File: config.mk
export PLATFORM = sky130hd
export DESIGN_NAME = ap_com_prog_array_flat
export DESIGN_NICKNAME = d
export VERILOG_FILES = /design/src/rtl/ap_com_prog_array_if.sv /design/src/rtl/ap_com_prog_array.sv /design/src/flat_wrapper.sv
export SDC_FILE = /design/constraint.sdc
export NUM_CORES = 1
export LEC_CHECK = 0
export BUFFER_PORTS_ARGS = -buffer_cell sky130_fd_sc_hd__buf_2
export CORE_ASPECT_RATIO = 0.8
export CORE_MARGIN = 3
export CORE_UTILIZATION = 40
export DETAILED_ROUTE_END_ITERATION = 16
export PLACE_DENSITY = 0.59
export RECOVER_POWER = 50
export SLEW_MARGIN = 20
export SYNTH_ARGS = -nofsm -noshare
export SYNTH_HDL_FRONTEND = slang
export SYNTH_SLANG_ARGS = --single-unit
File: constraint.sdc
create_clock -name clk -period 2.25 [get_ports clk]
set_input_delay 0.1125 -clock clk [delete_from_list [all_inputs] [get_ports clk]]
set_output_delay 0.1125 -clock clk [all_outputs]
set_load 0.01 [all_outputs]
File: src/rtl/ap_com_prog_array_if.sv
// rtl/ap_com_prog_array_if.sv - config, input and output handshake bundle for ap_com_prog_array
//
// Signals (slave = the compressor array):
//   cfg_valid/cfg_ready/cfg_ch/cfg_lut   truth-table write channel
//   in_valid/in_ready/in_data            input vector, lane c at [c*N_IN +: N_IN]
//   out_valid/out_ready/out_y            registered result, bit c = channel c
interface ap_com_prog_array_if #(
  parameter int N_IN = 4,
  parameter int N_CH = 8,
  localparam int LUT_W = 2**N_IN,
  localparam int CH_W = (N_CH > 1) ? $clog2(N_CH) : 1
);
  logic                 cfg_valid;
  logic                 cfg_ready;
  logic [CH_W-1:0]      cfg_ch;
  logic [LUT_W-1:0]     cfg_lut;
  logic                 in_valid;
  logic                 in_ready;
  logic [N_CH*N_IN-1:0] in_data;
  logic                 out_valid;
  logic                 out_ready;
  logic [N_CH-1:0]      out_y;

  modport master (
    output cfg_valid, cfg_ch, cfg_lut, in_valid, in_data, out_ready,
    input  cfg_ready, in_ready, out_valid, out_y
  );

  modport slave (
    input  cfg_valid, cfg_ch, cfg_lut, in_valid, in_data, out_ready,
    output cfg_ready, in_ready, out_valid, out_y
  );
endinterface

File: src/rtl/ap_com_prog_array.sv
// rtl/ap_com_prog_array.sv - runtime-programmable approximate-compressor LUT array
//
// Ports:
//   clk     clock, all state on rising edge
//   rst_n   asynchronous active-low reset
//   bus     ap_com_prog_array_if.slave (config write, input vector, registered output)
//   rd_ch   readback channel select   (only with AP_COM_LUT_READBACK_EN)
//   rd_lut  registered readback table (only with AP_COM_LUT_READBACK_EN)
//
// Optional feature macro: AP_COM_LUT_READBACK_EN
module ap_com_prog_array #(
  parameter int          N_IN     = 4,
  parameter int          N_CH     = 8,
  parameter logic [15:0] INIT_LUT = 16'hEEE8,
  localparam int LUT_W = 2**N_IN,
  localparam int CH_W  = (N_CH > 1) ? $clog2(N_CH) : 1
) (
  input  logic              clk,
  input  logic              rst_n,
`ifdef AP_COM_LUT_READBACK_EN
  input  logic [CH_W-1:0]   rd_ch,
  output logic [LUT_W-1:0]  rd_lut,
`endif
  ap_com_prog_array_if.slave bus
);

  typedef enum logic {IDLE, FULL} state_e;

  state_e           state_q, state_d;
  logic [N_CH-1:0]  out_y_q, out_y_d;
  logic [LUT_W-1:0] lut_q [N_CH];
  logic [N_CH-1:0]  y_eval;
  logic             out_valid;
  logic             cfg_fire;
  logic             in_fire;

  assign out_valid = (state_q == FULL);

  // Config is only accepted with an empty output register so a pending
  // result always matches the table that produced it; config wins over data.
  always_comb begin
    cfg_fire = bus.cfg_valid && !out_valid;
    in_fire  = bus.in_valid && (!out_valid || bus.out_ready) && !cfg_fire;
  end

  assign bus.cfg_ready = !out_valid;
  assign bus.in_ready  = (!out_valid || bus.out_ready) && !cfg_fire;
  assign bus.out_valid = out_valid;
  assign bus.out_y     = out_y_q;

  // Each lane's input vector selects one bit of that channel's truth table.
  always_comb begin
    y_eval = '0;
    for (int c = 0; c < N_CH; c++) begin
      y_eval[c] = lut_q[c][bus.in_data[c*N_IN +: N_IN]];
    end
  end

  always_comb begin
    state_d = state_q;
    out_y_d = out_y_q;
    if (in_fire) begin
      out_y_d = y_eval;
    end
    case (state_q)
      IDLE: begin
        if (in_fire) state_d = FULL;
      end
      FULL: begin
        if (bus.out_ready && !in_fire) state_d = IDLE;
      end
      default: state_d = IDLE;
    endcase
  end

  always_ff @(posedge clk or negedge rst_n) begin
    if (!rst_n) begin
      state_q <= IDLE;
      out_y_q <= '0;
    end else begin
      state_q <= state_d;
      out_y_q <= out_y_d;
    end
  end

  // Indices at or above N_CH match no channel, so the write is silently dropped.
  always_ff @(posedge clk or negedge rst_n) begin
    if (!rst_n) begin
      for (int c = 0; c < N_CH; c++) begin
        lut_q[c] <= INIT_LUT[LUT_W-1:0];
      end
    end else if (cfg_fire) begin
      for (int c = 0; c < N_CH; c++) begin
        if (bus.cfg_ch == CH_W'(c)) lut_q[c] <= bus.cfg_lut;
      end
    end
  end

`ifdef AP_COM_LUT_READBACK_EN
  logic [LUT_W-1:0] rd_sel;
  logic [LUT_W-1:0] rd_lut_q;

  // Mux built by compare so out-of-range selects read as zero; sampling the
  // pre-edge table gives old data on a same-cycle write.
  always_comb begin
    rd_sel = '0;
    for (int c = 0; c < N_CH; c++) begin
      if (rd_ch == CH_W'(c)) rd_sel = lut_q[c];
    end
  end

  always_ff @(posedge clk or negedge rst_n) begin
    if (!rst_n) begin
      rd_lut_q <= '0;
    end else begin
      rd_lut_q <= rd_sel;
    end
  end

  assign rd_lut = rd_lut_q;
`endif

endmodule

File: src/flat_wrapper.sv
// flat-port wrapper written by rule: the top's interface ports become plain ports
module ap_com_prog_array_flat 
#(
  parameter int          N_IN     = 4,
  parameter int          N_CH     = 8,
  parameter logic [15:0] INIT_LUT = 16'hEEE8,
  localparam int LUT_W = 2**N_IN,
  localparam int CH_W  = (N_CH > 1) ? $clog2(N_CH) : 1
)
  (clk, rst_n, bus_cfg_valid, bus_cfg_ch, bus_cfg_lut, bus_in_valid, bus_in_data, bus_out_ready, bus_cfg_ready, bus_in_ready, bus_out_valid, bus_out_y);
  ap_com_prog_array_if #(.N_IN(N_IN), .N_CH(N_CH)) bus_i ();
  input  logic clk;
  input  logic rst_n;
  input wire logic [$bits(bus_i.cfg_valid)-1:0] bus_cfg_valid;
  input wire logic [$bits(bus_i.cfg_ch)-1:0] bus_cfg_ch;
  input wire logic [$bits(bus_i.cfg_lut)-1:0] bus_cfg_lut;
  input wire logic [$bits(bus_i.in_valid)-1:0] bus_in_valid;
  input wire logic [$bits(bus_i.in_data)-1:0] bus_in_data;
  input wire logic [$bits(bus_i.out_ready)-1:0] bus_out_ready;
  output wire logic [$bits(bus_i.cfg_ready)-1:0] bus_cfg_ready;
  output wire logic [$bits(bus_i.in_ready)-1:0] bus_in_ready;
  output wire logic [$bits(bus_i.out_valid)-1:0] bus_out_valid;
  output wire logic [$bits(bus_i.out_y)-1:0] bus_out_y;
  assign bus_i.cfg_valid = bus_cfg_valid;
  assign bus_i.cfg_ch = bus_cfg_ch;
  assign bus_i.cfg_lut = bus_cfg_lut;
  assign bus_i.in_valid = bus_in_valid;
  assign bus_i.in_data = bus_in_data;
  assign bus_i.out_ready = bus_out_ready;
  assign bus_cfg_ready = bus_i.cfg_ready;
  assign bus_in_ready = bus_i.in_ready;
  assign bus_out_valid = bus_i.out_valid;
  assign bus_out_y = bus_i.out_y;
  ap_com_prog_array #(.N_IN(N_IN), .N_CH(N_CH), .INIT_LUT(INIT_LUT)) u_core (.clk(clk), .rst_n(rst_n), .bus(bus_i));
endmodule
==> results.json <==
{
  "run_status": "complete, no violations",
  "yosys_warnings": 0,
  "async_reset_ff_share_pct": 100,
  "power.switching_mw": 2.04,
  "hpwl_mm": 10.6,
  "rrSetupSlack_ns": 0.54,
  "rr_endpoint": "u_core.lut_q[28]$_DFFE_PN0P_",
  "synth.distinct_cells": 28,
  "switching_share_pct": 25.1,
  "min_period_ns": 1.71,
  "p_int_mw": 6.11,
  "diodes": 0,
  "placementRows": 40,
  "fp.coreArea_um2": 15400,
  "yosysTopAreaCell": "dfstp_2",
  "overflow": 0,
  "cp_top_family": "flip-flops",
  "ff2ff_path_depth": 5,
  "cp.buffers_inverters": 2,
  "via_per_inst": 5.35,
  "cts_tree": "done",
  "routedWlPerCell_um": 21.6,
  "yosys_most_used_dff": "dfstp_2",
  "htree_levels": 4,
  "crit_end": "u_core.lut_q[28]$_DFFE_PN0P_",
  "seqPwrFrac_pct": 47.8,
  "drt_first_pass_iters": 4,
  "pwr-share-clk_pct": 33.8,
  "synth_area_um2": 6440,
  "cellPowerDensity_nw_per_um2": 1070,
  "crit_chain": "inv_2 > nand2_1 > nor3_4 > buf_4 > mux2_2",
  "cts.sinks": 137,
  "hold_viol_final": 0,
  "numCtsBuffers": 17,
  "top_usage_layer": "met2",
  "syn_nets": 489,
  "arrival_ns": 2.00,
  "gp_congestion": 0.837,
  "cts-root-buf": "clkbuf_16",
  "crit_slowest_cell": "dfrtp_1",
  "layout-drive-gt1-share_pct": 63.3,
  "ios": 67,
  "dr.first_iter.drc_count": 191,
  "finalWirelength_mm": 16.0,
  "fin_skew_ns": 0.00839,
  "worst_slew_pin_slew_ns": 0.760,
  "antenna_found_initial": 2,
  "ys_ff_latch": 137,
  "cts_setup_buffers": 0,
  "clock_path_buffers": 2,
  "use_met3_pct": 4.34,
  "worst_skew_pair.late_latency_ns": 0.42,
  "critPathCaptureType": "flip-flop",
  "crit_type": "reg2reg",
  "finalSetupViolCount": 0,
  "peakVddDrop_v": 0.000612,
  "detail-route-antenna-nets": 0,
  "synth_edf_count": 0,
  "finalCritPeriodShare_pct": 75.9,
  "min_path_type": "in2reg",
  "fin_util_pct": 49.4,
  "crit_required_ns": 2.54,
  "syn_avg_cell_area_um2": 14.9,
  "globalRouteMet2Util_pct": 30.2,
  "use_met1_pct": 25.5,
  "grt_pass1_wl_mm": 24.7,
  "tns_ns": 0,
  "p_comb_share_pct": 18.4,
  "drv_slew": 0,
  "maxCapViolations": 0,
  "slew-limit-headroom_pct": 49.4,
  "area_growth_pct": 18.3,
  "die_width_um": 148,
  "p_leak_nw": 3.14,
  "start_util_pct": 41.8,
  "crit_path_start": "u_core.bus.out_valid$_DFF_PN0_",
  "synth.top_cell.area_share_pct": 32.6,
  "cp.depth": 5,
  "clock.fmax_mhz": 586,
  "rr_startpoint": "u_core.bus.out_valid$_DFF_PN0_",
  "grt_use_total_pct": 18.8,
  "grt_start_max_net_pins": 80,
  "crit_path_max_fanout": 16,
  "fin_nets": 572,
  "synthTopCellsByArea": "dfstp_2, mux2_2, dfrtp_1",
  "synthCells": 433,
  "dieArea_um2": 17700,
  "worstSetupStartpointType": "flip-flop",
  "vias": 3952,
  "nFillCells": 1399,
  "die_h_um": 120,
  "critPathMaxStageDelay_ns": 0.51,
  "portBuffers": 66,
  "cts.clk_slew.worst_paths_ns": 0.06,
  "rsz0062_at_grt": "false",
  "grt_pass1_vias": 4167,
  "yosysSeqAreaShare_pct": 54.8,
  "detail_route.drc_violations": 0
}
-- power by group through the flow --
stage                     registers (mW)  clock network, mW  logic, mW
final                               3.89               2.75       1.50
after global routing                3.98               2.92       1.65
after CTS                           3.89               2.81       1.55
after detailed placement            3.92                  0       1.54
after global placement              3.88                  0       1.48
after floorplan                     3.80                  0       1.11
-- worst min-delay path by stage --
stage / from / endpoint / slack [ns] / depth (start not counted)
after CTS: bus_in_data[3] / u_core.bus.out_y[0]$_DFFE_PN0P_ / 0.01 / 3
after global placement: rst_n / u_core.lut_q[112]$_DFFE_PN0P_ / 0.20 / 1
after floorplan: rst_n / u_core.bus.out_valid$_DFF_PN0_ / -0.18 / 0
after global routing: bus_in_data[27] / u_core.bus.out_y[6]$_DFFE_PN0P_ / 0.04 / 3
final: bus_in_data[27] / u_core.bus.out_y[6]$_DFFE_PN0P_ / 0.02 / 3
after detailed placement: rst_n / u_core.lut_q[112]$_DFFE_PN0P_ / 0.21 / 1
-- worst reg2reg max path, stage by stage, from the launching register on --
cell and delay (ns):
dfrtp_1 0.51, inv_2 0.14, nand2_1 0.14, nor3_4 0.18, buf_4 0.26, mux2_2 0.36
-- cells in the mapped netlist, drive strengths merged (3+ instances only) --
master   instances
nand3b          17
nor3             3
buf             19
nand2           12
o211ai           8
dfrtp           57
nand2b           7
nand4           10
dfstp           80
mux2           128
nand3           11
a21oi            5
mux2i           32
o2111ai          6
mux4            16
a31oi            3
nor2            13
-- layout by cell type (no fill, tap or decap), drive strengths merged, types with 3 or more instances in the layout --
cell | netlist | layout
a21oi | 5 | 5
a31oi | 3 | 3
dfrtp | 57 | 57
buf | 19 | 69
clkbuf | 1 | 30
nand2 | 12 | 12
nor3 | 3 | 3
nand3 | 11 | 11
dfstp | 80 | 80
mux2i | 32 | 32
nand3b | 17 | 17
o2111ai | 6 | 6
nor2 | 13 | 13
nand4 | 10 | 10
clkinvlp | 0 | 4
mux4 | 16 | 16
mux2 | 128 | 128
clkinv | 0 | 6
dlygate4sd3 | 0 | 5
o211ai | 8 | 8
nand2b | 7 | 7
-- timing repair --
| item | in CTS | in global routing |
|---|---|---|
| endpoints found under the setup margin | 0 | 0 |
| gates resized for setup | 0 | 0 |
| hold endpoints to repair | 38 | 0 |
| hold buffers | 5 | 0 |
-- logic make-up after synthesis --
group	synth area share, %
AOI/OAI and AO/OA	2.43
buffers and inverters	2.31
DFF	54.8
muxes	32.9
and+or+nand+nor	7.57
-- layer usage --
metal / vias up / share of wire [%]
li1: 1785 / -
met2: 65 / 49
met3: 12 / 3.4
met4: 2 / 0.82
met1: 2088 / 47
met5: - / 0.081
-- area by class of cell --
type	instances	area (um2)	share of cell area (%)
Clock buffer	20	467	6.12
Clock inverter	12	124	1.63
Inverter	1	3.75	0.0493
Multi-Input combinational cell	275	2770	36.3
Sequential cell	137	3530	46.3
Tap cell	210	263	3.45
Timing Repair Buffer	84	469	6.16
-- state kept, by name (all words and copies together), names as in the netlist --
register,flops
u_core.bus.out_valid,1
u_core.bus.out_y,8
u_core.lut_q,128
-- through the flow --
| step | power [mW] | hold WS (ns) | setup slack, ns | std cells | area [um2] |
|---|---|---|---|---|---|
| after floorplan | 4.91 | -0.183 | 0.524 | 433 | 6440 |
| after global placement | 5.36 | 0.196 | 0.605 | 702 | 7020 |
| after detailed placement | 5.46 | 0.213 | 0.569 | 702 | 7020 |
| after CTS | 8.25 | 0.0112 | 0.548 | 739 | 7660 |
| after global routing | 8.54 | 0.0380 | 0.417 | 739 | 7620 |
| final | 8.15 | 0.0197 | 0.542 | 739 | 7620 |
(Power assumes the default switching activity.)
